**src/rtl/pipeline_stall_ctrl.sv**
```systemverilog
// ============================================================================
// pipeline_stall_ctrl : hold/flush control for the five-stage pipeline
// (load-use, multi-cycle divide, data-memory wait) with a stall-cycle counter.
// Revision: 1.0
// ============================================================================
`default_nettype none

module pipeline_stall_ctrl #(
    parameter int ADDR_W     = 5,
    parameter int DIV_CYCLES = 32,
    parameter int CNT_W      = 6,
    parameter int PERF_W     = 32
) (
    input  logic              clk,
    input  logic              rst,
    input  logic [ADDR_W-1:0] raddr_1_ID,
    input  logic [ADDR_W-1:0] raddr_2_ID,
    input  logic              use_rs_ID,
    input  logic              use_rt_ID,
    input  logic              ReadMem_EX,
    input  logic [ADDR_W-1:0] dest_EX,
    input  logic              div_start_EX,
    input  logic              mem_req_MEM,
    input  logic              mem_ack,
    output logic              hold_PC,
    output logic              hold_IF_ID,
    output logic              hold_ID_EX,
    output logic              hold_EX_MEM,
    output logic              hold_MEM_WB,
    output logic              flush_ID_EX,
    output logic              flush_EX_MEM,
    output logic              flush_MEM_WB,
    output logic              div_busy,
    output logic              div_done,
    output logic [PERF_W-1:0] stall_count
);

    typedef enum logic [0:0] {
        RUN      = 1'b0,
        DIV_WAIT = 1'b1
    } state_t;

    state_t             state_q, state_d;
    logic [CNT_W-1:0]   cnt_q, cnt_d;
    logic               div_blk_q, div_blk_d;
    logic [PERF_W-1:0]  stall_cnt_q, stall_cnt_d;

    logic w_mem_stall;
    logic w_lu;
    logic w_div_go;
    logic w_div_stall;
    logic w_div_done;
    logic w_hold_pc;
    logic w_hold_id_ex;

    assign w_mem_stall = mem_req_MEM & ~mem_ack;
    assign w_lu        = ReadMem_EX & (dest_EX != '0) &
                         ((use_rs_ID & (raddr_1_ID == dest_EX)) |
                          (use_rt_ID & (raddr_2_ID == dest_EX)));
    assign w_div_go    = (state_q == RUN) & div_start_EX & ~div_blk_q;
    assign w_div_stall = w_div_go | (state_q == DIV_WAIT);
    assign w_div_done  = (state_q == DIV_WAIT) & (cnt_q == '0);

    assign w_hold_pc    = w_mem_stall | w_div_stall | w_lu;
    assign w_hold_id_ex = w_mem_stall | w_div_stall;

    // Every output is forced low while reset is asserted, independent of inputs.
    assign hold_PC      = rst & w_hold_pc;
    assign hold_IF_ID   = rst & w_hold_pc;
    assign hold_ID_EX   = rst & w_hold_id_ex;
    assign hold_EX_MEM  = rst & w_mem_stall;
    assign hold_MEM_WB  = rst & w_mem_stall;
    // A stage held by a downstream stall must not also be bubbled; MEM_WB's
    // bubble comes from the memory stall itself and is therefore kept.
    assign flush_ID_EX  = rst & w_lu & ~w_hold_id_ex;
    assign flush_EX_MEM = rst & w_div_stall & ~w_mem_stall;
    assign flush_MEM_WB = rst & w_mem_stall;
    assign div_busy     = rst & (state_q == DIV_WAIT);
    assign div_done     = rst & w_div_done;
    assign stall_count  = stall_cnt_q;

    always_comb begin
        state_d     = state_q;
        cnt_d       = cnt_q;
        div_blk_d   = div_blk_q;
        stall_cnt_d = stall_cnt_q;

        case (state_q)
            RUN: begin
                if (w_div_go) begin
                    state_d = DIV_WAIT;
                    cnt_d   = CNT_W'(DIV_CYCLES - 1);
                end
            end
            DIV_WAIT: begin
                if (cnt_q == '0) begin
                    state_d = RUN;
                end else begin
                    cnt_d = cnt_q - 1'b1;
                end
            end
            default: state_d = RUN;
        endcase

        // The finished divide stays latched in ID_EX until it is allowed to advance.
        if (w_div_done) begin
            div_blk_d = 1'b1;
        end else if (!w_hold_id_ex) begin
            div_blk_d = 1'b0;
        end

        if (w_hold_pc && (stall_cnt_q != {PERF_W{1'b1}})) begin
            stall_cnt_d = stall_cnt_q + 1'b1;
        end
    end

    always_ff @(posedge clk or negedge rst) begin
        if (!rst) begin
            state_q     <= RUN;
            cnt_q       <= '0;
            div_blk_q   <= 1'b0;
            stall_cnt_q <= '0;
        end else begin
            state_q     <= state_d;
            cnt_q       <= cnt_d;
            div_blk_q   <= div_blk_d;
            stall_cnt_q <= stall_cnt_d;
        end
    end

endmodule

`default_nettype wire

```
**config.mk**
```make
export PLATFORM = sky130hd
export DESIGN_NAME = pipeline_stall_ctrl
export DESIGN_NICKNAME = d
export VERILOG_FILES = /design/src/rtl/pipeline_stall_ctrl.sv
export SDC_FILE = /design/constraint.sdc
export NUM_CORES = 1
export LEC_CHECK = 0
export ABC_AREA = 1
export CAP_MARGIN = 5
export CORE_ASPECT_RATIO = 1.5
export CORE_MARGIN = 2
export CORE_UTILIZATION = 47
export CTS_CLUSTER_SIZE = 30
export DETAILED_ROUTE_END_ITERATION = 16
export GPL_TIMING_DRIVEN = 0
export PLACE_DENSITY = 0.75
export SLEW_MARGIN = 10
export SYNTH_ARGS = -nofsm -noshare
export SYNTH_HDL_FRONTEND = slang
export SYNTH_SLANG_ARGS = --single-unit
```
**constraint.sdc**
```tcl
create_clock -name clk -period 2.4 [get_ports clk]
set_input_delay 0.48 -clock clk [delete_from_list [all_inputs] [get_ports clk]]
set_output_delay 0.48 -clock clk [all_outputs]
set_load 0.02 [all_outputs]
```
# --- Word level (Yosys, flattened, before mapping) ---
# Index checks and enable logic that the tools add are counted.
classes:
  n_reduce_logical: 4
  n_eq_ne: 6
  mux: 8
  n_addsub: 2
  bitwise: 26
ops:
  columns: ["cell", "count"]
  rows:
  - ["adder 32 x 1 -> 32 bit, second input constant", 1]
  - ["inequality test 32 bit, second input constant", 1]
  - ["bitwise AND 1 bit", 17]
  - ["2-to-1 mux 6 bit", 2]
  - ["case mux 6 bit (2 select lines)", 1]
  - ["== test 5 bit", 2]
  - ["logical NOT 6 bit", 1]
  - ["inequality test 2 bit, second input constant", 3]
  - ["subtractor 6 x 1 -> 6 bit, second input constant", 1]
  - ["inverter 1 bit", 5]
  - ["nonzero test 5 bit", 1]
  - ["2-to-1 mux 1 bit", 4]
  - ["OR 1 bit", 4]
  - ["case mux 1 bit (2 select lines)", 1]
  - ["AND reduction 2 bit", 1]
  - ["logical AND 1 bit", 1]
totals:
  reg_bits: 40
  inputBits: 23
  wordCells: 50
  out_inout_bits: 42

# --- Depth between registers and ports, before layout ---
# Gate-level depths: netlist of the first run.
depth:
  ltp_word: 7
  depth_mapped: 12
  mapped_depth_nobuf: 11

# --- Worst setup path before layout of the first run ---
# Ideal clock, no wire load.
synth_timing:
  path_kind: "in2out"
  start: "input port div_start_EX"
  end: "output port hold_PC"
  required_time_ns: 1.920
  arrival_ns: 1.555
  path_stages: 5
  path_buffers: 1
  slack_ns: 0.365
  cell_sequence: "nand3_2 -> nand2_1 -> a21oi_2 -> o21ai_0 -> buf_4"
synth_via:
  elab_chain_len: 6
synth_rtl:
  columns: ["item", "line_no", "text"]
  rows:
  - ["start: declaration", "22", "input logic div_start_EX,"]
  - ["bitwise AND 1 bit (2 in series)", "60", "assign w_div_go = (state_q == RUN) & div_start_EX & ~div_blk_q;"]
  - ["OR 1 bit", "61", "assign w_div_stall = w_div_go | (state_q == DIV_WAIT);"]
  - ["OR 1 bit (2 in series)", "64", "assign w_hold_pc = w_mem_stall | w_div_stall | w_lu;"]
  - ["bitwise AND 1 bit", null, null]
  - ["end: declaration", "25", "output logic hold_PC,"]
# Every way passes these cells.

# --- Worst setup path after layout of the first run ---
layout_timing:
  start: "input port raddr_1_ID[1]"
  end: "output port hold_PC"
layout_via:
  elab_chain_len: 6
layout_rtl:
  columns: ["item", "line_no", "text"]
  rows:
  - ["start: declaration", "16", "input logic [ADDR_W-1:0] raddr_1_ID,"]
  - ["== test 5 bit", "58", "((use_rs_ID & (raddr_1_ID == dest_EX)) |"]
  - ["bitwise AND 1 bit", "58", null]
  - ["OR 1 bit", "58", null]
  - ["bitwise AND 1 bit", "57", "assign w_lu = ReadMem_EX & (dest_EX != '0) &"]
  - ["OR 1 bit", "64", null]
  - ["bitwise AND 1 bit", "68", "assign hold_PC = rst & w_hold_pc;"]
# Every way passes these cells.

==> metrics.txt, run 1 <==
status finished clean; main combinational cell family by area after synthesis simple AND/OR/NAND/NOR gates; Top-Level Pins 65; fin crit share 0.955; final WL 8170 µm; XOR/XNOR Fraction of Synth Area 0.0465; WP data arrival 1.81 ns; Sequential Power Share 0.388; Adder-Cell Fraction of Synth Area 0.0125; largest net degree at the start of global routing 27; first-pass GRT wire length 13,700 µm; layout net count 559; Ys Warns 0; Starting Density 0.488; clk buf depth 2; leakage 1.95 nW; sequential share of the synthesized area 0.332; R2R Setup Slk 0.22 ns; Tot GR Track Use 0.241; Compound-Gate Fraction of Synth Area 0.0183; worst-margin pin slew 0.343 ns; Fillers 584; max cap viols 0; die area 7080 µm²; worst flop-to-flop path startpoint stall_count[0]$_DFFE_PN0P_; endpoint class of the critical path primary output; Final Cell Area 3910 µm²; Slew headroom 0.771; clock power share 0.236; share of layout cells above drive strength 1 0.118; Via density 5.09; Via Count 3,096; chip height 102 µm; Avg WL per Cell 13.4 µm; placed cell count 600; Sink Count 40; Comb pwr share 0.375; final worst slack 0.108 ns; Worst VDD drop 0.481 mV; synthesized area per cell 6.54 µm²; Cell Int Power 0.00147 W; Sw Share 0.379; Fin Clk Skew 0.00637 ns; CTS tree done; CTS Root Cell clkbuf_8; #FFs+latches synth 40; most frequent cells in the layout 187 x nand2_1, 55 x nor2_1, 48 x clkdlybuf4s50_1; H-tree depth 2; Post-Layout Cell Count 608; Setup Total Neg Slack 0 ns; ant diodes 0; RePlAce Congestion 0.953; hold_buf cts 0; highest net fanout along the worst path 2; final hold vios 0; Area Growth Syn to Fin 29.8%; number of CTS-inserted buffers 5; clock latency on the worst-skew pair 0.30 ns; Die Span X 69.4 µm; setup bufs post-CTS 0; hold crit path type primary input to asynchronous set/reset pin; CP startpoint kind primary input; Initial DRC Count 134; worst slack, placed -0.468 ns; site row count 35; NetSw 0.000900 W; ANT nets after route 0; highest clock rate 0.436 GHz; Netlist cell types 27; Setup violations, final 0; fin crit period 2.29 ns; Critical Path RT 1.92 ns; RR Endpoint stall_count[22]$_DFFE_PN0P_; Slew Viols, Final 0; Post-Synth Simple-Gate Area 0.499; IO buf count 64; most common cell after layout, fill and taps aside nand2_1; mux cell area share after synthesis 0; Power Dens Cells 607 nW/µm²; initial antenna violation count 0; clock transition at the registers of the reported paths 0.08 ns; mapped cell area 3010 µm²; DRT Pass-1 Iters 4; Overflow after GRT 0; Setup CP Type primary input to primary output; Residual DRC 0; vias in the first global route 3,021; Synthesized Nets 487; placed inst area 3770 µm²; cell count after synthesis 461; Post-DP HPWL 6340 µm; core area 6170 µm²; Register-to-Register Path Depth 10
[worst max-delay path, stage by stage]
cell             delay (ns)
clkdlybuf4s50_1        0.48
inv_1                  0.04
nand2_1                0.05
nand2_1                0.04
nor2_1                 0.12
nand3_2                0.10
nand2_2                0.09
nand3_2                0.08
o21ai_2                0.08
buf_4                  0.12
buf_4                  0.12
[synth_stat cells]
| cell | n | area share |
|---|---|---|
| nor2_4 | 4 | 0.015 |
| nor2_2 | 6 | 0.012 |
| nand3_2 | 11 | 0.037 |
| inv_1 | 46 | 0.057 |
| inv_2 | 3 | 0.0037 |
| buf_6 | 3 | 0.011 |
| xnor2_1 | 5 | 0.015 |
| nand3_1 | 42 | 0.070 |
| buf_8 | 1 | 0.0050 |
| nand4_1 | 5 | 0.010 |
| nand2_2 | 4 | 0.0083 |
| a21oi_1 | 1 | 0.0017 |
| a21oi_2 | 1 | 0.0029 |
| nand3b_1 | 9 | 0.022 |
| nand2_1 | 188 | 0.23 |
| nand3_4 | 1 | 0.0058 |
| xor2_1 | 11 | 0.032 |
| a31oi_1 | 1 | 0.0021 |
| dfrtp_1 | 40 | 0.33 |
| nor2_1 | 56 | 0.070 |
| nor3_1 | 3 | 0.0050 |
| buf_4 | 3 | 0.0075 |
| buf_2 | 4 | 0.0066 |
| nand2_4 | 2 | 0.0075 |
| o21ai_0 | 7 | 0.012 |
| ha_1 | 3 | 0.012 |
| and3_1 | 1 | 0.0021 |
[area by class of cell]
| cell class | instances | area [µm²] | area share |
|---|---|---|---|
| multi-input combinational | 361 | 1760 | 0.451 |
| sequential | 40 | 1000 | 0.256 |
| timing repair buffer | 65 | 668 | 0.171 |
| inverter | 49 | 184 | 0.0470 |
| tap | 74 | 92.6 | 0.0237 |
| buffer | 11 | 91.3 | 0.0234 |
| clock buffer | 5 | 68.8 | 0.0176 |
| clock inverter | 3 | 42.5 | 0.0109 |
[layer usage]
layer	up-vias	GRT usage	routed length [µm]
li1	1572	-	-
met1	1422	0.259	3270
met2	83	0.470	4300
met3	19	0.0316	351
met4	0	0.104	242
met5	-	0	0
[flip-flops by register name, indices dropped and copies added (netlist names)]
signal       flops
cnt_q            6
div_blk_q        1
stall_count     32
state_q          1
[worst max-delay path by stage]
stage	start	end	slack [ns]	cells past startpoint
after floorplan	div_start_EX	hold_PC	0.36	5
after global placement	rst	hold_PC	-1.80	5
after detailed placement	dest_EX[1]	hold_PC	-0.47	11
after CTS	dest_EX[3]	hold_PC	0.01	11
after global routing	raddr_1_ID[2]	hold_PC	-0.02	11
final	raddr_1_ID[1]	hold_PC	0.11	11
[power by group through the flow]
stage	logic, W	registers, W	clock network [W]
2_1_floorplan	0.000522	0.000974	0
3_3_place_gp	0.000868	0.000928	0
3_5_place_dp	0.000895	0.000936	0
4_1_cts	0.000899	0.000926	0.000570
5_1_grt	0.000986	0.000944	0.000604
6_report	0.000890	0.000921	0.000561
[per-stage QoR]
| stage | hold WS (ns) | power [W] | utilization |
|---|---|---|---|
| 2_1_floorplan | 0.184 | 0.00150 | - |
| 3_3_place_gp | 0.513 | 0.00180 | 0.607 |
| 3_5_place_dp | 0.476 | 0.00183 | 0.610 |
| 4_1_cts | 0.0188 | 0.00239 | 0.629 |
| 5_1_grt | 0.0194 | 0.00253 | 0.633 |
| 6_report | 0.00985 | 0.00237 | 0.633 |
[cell families after synthesis]
kind of cell | Yosys count
flip-flops | 40
AND/OR/NAND/NOR | 332
XOR/XNOR | 16
AO/OA/AOI/OAI | 10
adder cells (fa/ha/maj) | 3
buffers and inverters | 60
[what timing repair did]
item,CTS,global route
pin swaps,0,4
setup endpoints to repair,9,5
resized for setup,21,15
No activity file was read; power rests on OpenSTA's default activity.
==> run 2: changes to the inputs <==
==> constraint.sdc (replaced) <==
create_clock -name clk -period 2.3 [get_ports clk]
set_input_delay 0.46 -clock clk [delete_from_list [all_inputs] [get_ports clk]]
set_output_delay 0.46 -clock clk [all_outputs]
set_load 0.02 [all_outputs]
==> run 2 against run 1 <==
Compared with the run above:
- die area unchanged
- first-iteration DRC count grew 3.0%
- critical path type unchanged
- largest power group unchanged
- largest cell class unchanged
- sequential share of layout area fell by 0.16 points
- setup slack got worse by 0.023 ns
- total power increased by 4.7%
- via count grew 0.39%
==> metrics.txt, run 2 (synthesis results as in run 1) <==
status finished clean; clock latency on the worst-skew pair 0.30 ns (about the same); fin crit share 0.963; Sink Count 40 (unchanged); Top-Level Pins 65 (unchanged); ant diodes 0 (unchanged); Power Dens Cells 630 nW/µm² (+3.9%); fin crit period 2.22 ns; Slew Viols, Final 0 (unchanged); overall power 0.00248 W (+4.7%); hold crit path type primary input to asynchronous set/reset pin; placed cell count 600 (unchanged); Seq. cell area 1000 µm² (+0.12%); clock transition at the registers of the reported paths 0.08 ns (about the same); highest net fanout along the worst path 2 (unchanged); Final Core Density 0.638 (+0.00486); most common cell after layout, fill and taps aside nand2_1; multi-input logic area 1770 µm² (+0.14%); RR Endpoint stall_count[22]$_DFFE_PN0P_; layout net count 561 (+0.36%); Starting Density 0.488 (unchanged); RSZ-0062 raised after global routing true; core area 6170 µm² (unchanged); Setup violations, final 0 (unchanged); final hold vios 0 (unchanged); max reg flops 32 (unchanged); highest cell delay on the worst timing path 0.48 ns (about the same); WP data arrival 1.76 ns (-0.05 ns); RePlAce Congestion 0.953 (unchanged); Post-Layout Cell Count 610 (+0.33%); highest clock rate 0.451 GHz; clk buf depth 2 (unchanged); Via density 5.10 (about the same); Post-DP HPWL 6340 µm (unchanged); Tot GR Track Use 0.243 (+0.00188); largest net degree at the start of global routing 27 (unchanged); share of layout cells above drive strength 1 0.121 (+0.00329); R2R Setup Slk 0.21 ns (about the same); IO buf count 64 (unchanged); Die Span X 69.4 µm (unchanged); site row count 35 (unchanged); endpoint class of the critical path primary output; chip height 102 µm (unchanged); most frequent cells in the layout 187 x nand2_1, 54 x nor2_1, 44 x inv_1, 44 x clkdlybuf4s50_1, 40 x nand3_1; number of CTS-inserted buffers 5 (unchanged); leakage 1.97 nW (+0.97%); slowest cell on the critical path clkdlybuf4s50_1; Initial DRC Count 138 (+3.0%); Worst VDD drop 0.502 mV (+4.2%); CTS Root Cell clkbuf_8; Register-to-Register Path Depth 10 (unchanged); Residual DRC 0 (unchanged); worst-margin pin slew 0.673 ns (+0.330 ns); final WL 8180 µm (+0.20%); cells along the critical path clkdlybuf4s50_1 > inv_1 > nand2_1 > nand2_1 > nor2_1 > nand3_2 > nand2_2 > nand3_2 > o21ai_2 > buf_4 > buf_6; Fillers 579 (-0.86%); Via Count 3,108 (+0.39%); die area 7080 µm² (unchanged); H-tree depth 2 (unchanged); DRT Pass-1 Iters 4 (unchanged); Critical Path RT 1.84 ns (-0.08 ns); max cap viols 0 (unchanged); vias in the first global route 3,028 (+0.23%); initial antenna violation count 0 (unchanged); Area Growth Syn to Fin 30.8%; Fin Clk Skew 0.00719 ns (+0.000812 ns); Avg WL per Cell 13.4 µm (-0.13%); Slew headroom 0.550 (-0.221); first-pass GRT wire length 13,700 µm (+0.56%); Overflow after GRT 0 (unchanged); Setup CP Type primary input to primary output; worst flop-to-flop path startpoint stall_count[0]$_DFFE_PN0P_; CTS tree done; ANT nets after route 0 (unchanged); CP startpoint kind primary input
[run 2: final cells by class]
cell class	instances	area share
repair buffers	67	0.176
well taps	74	0.0235
inverters	49	0.0467
multi-input cells	361	0.448
clock inverters	3	0.0108
flip-flops and latches	40	0.254
clock buffers	5	0.0175
plain buffers	11	0.0232
[run 2: worst max path at each step]
| stage | start | endpoint | slack (ns) | depth (start not counted) |
|---|---|---|---|---|
| finish | raddr_1_ID[1] | hold_PC | 0.08 | 11 |
| global route | raddr_1_ID[1] | hold_PC | -0.03 | 11 |
| CTS | dest_EX[3] | hold_PC | -0.05 | 11 |
| detailed placement | dest_EX[1] | hold_PC | -0.53 | 11 |
| global placement | rst | hold_PC | -1.86 | 5 |
| floorplan | div_start_EX | hold_PC | 0.30 | 5 |
[run 2: repair_timing]
action,in CTS,in global routing
endpoints found under the setup margin,10,6
hold buffers,2,0
buffers inserted,0,0
hold endpoints to repair,5,0
resized for setup,24,19
pin swaps,0,6
[run 2: per-stage QoR]
| stage | hold slack [ns] | TNS [ns] | setup slack [ns] | cell area (µm²) |
|---|---|---|---|---|
| after floorplan | 0.164 | 0 | 0.305 | 3010 |
| after global placement | 0.513 | -31.37 | -1.86 | 3750 |
| after detailed placement | 0.456 | -2.62 | -0.528 | 3770 |
| after CTS | 0.0784 | -0.0487 | -0.0487 | 3890 |
| after global routing | 0.0842 | -0.0264 | -0.0264 | 3940 |
| final | 0.0736 | 0 | 0.0848 | 3940 |
[run 2: report_power, final]
| group | internal, W | switching [W] |
|---|---|---|
| clock | 0.000321 | 0.000265 |
| combinational | 0.000394 | 0.000540 |
| sequential | 0.000826 | 0.000138 |
[run 2: per-layer routing]
layer	routed length, µm	track usage	vias to the layer above
met4	242	0.104	0
met2	4290	0.471	76
met3	322	0.0316	19
met5	0	0	-
met1	3330	0.264	1437
li1	-	-	1576
[run 2: critical path: cells and delay by family]
kind | cells | cell delay [ns]
simple gates | 6 | 0.46
buf+inv | 4 | 0.75
compound gates | 1 | 0.08
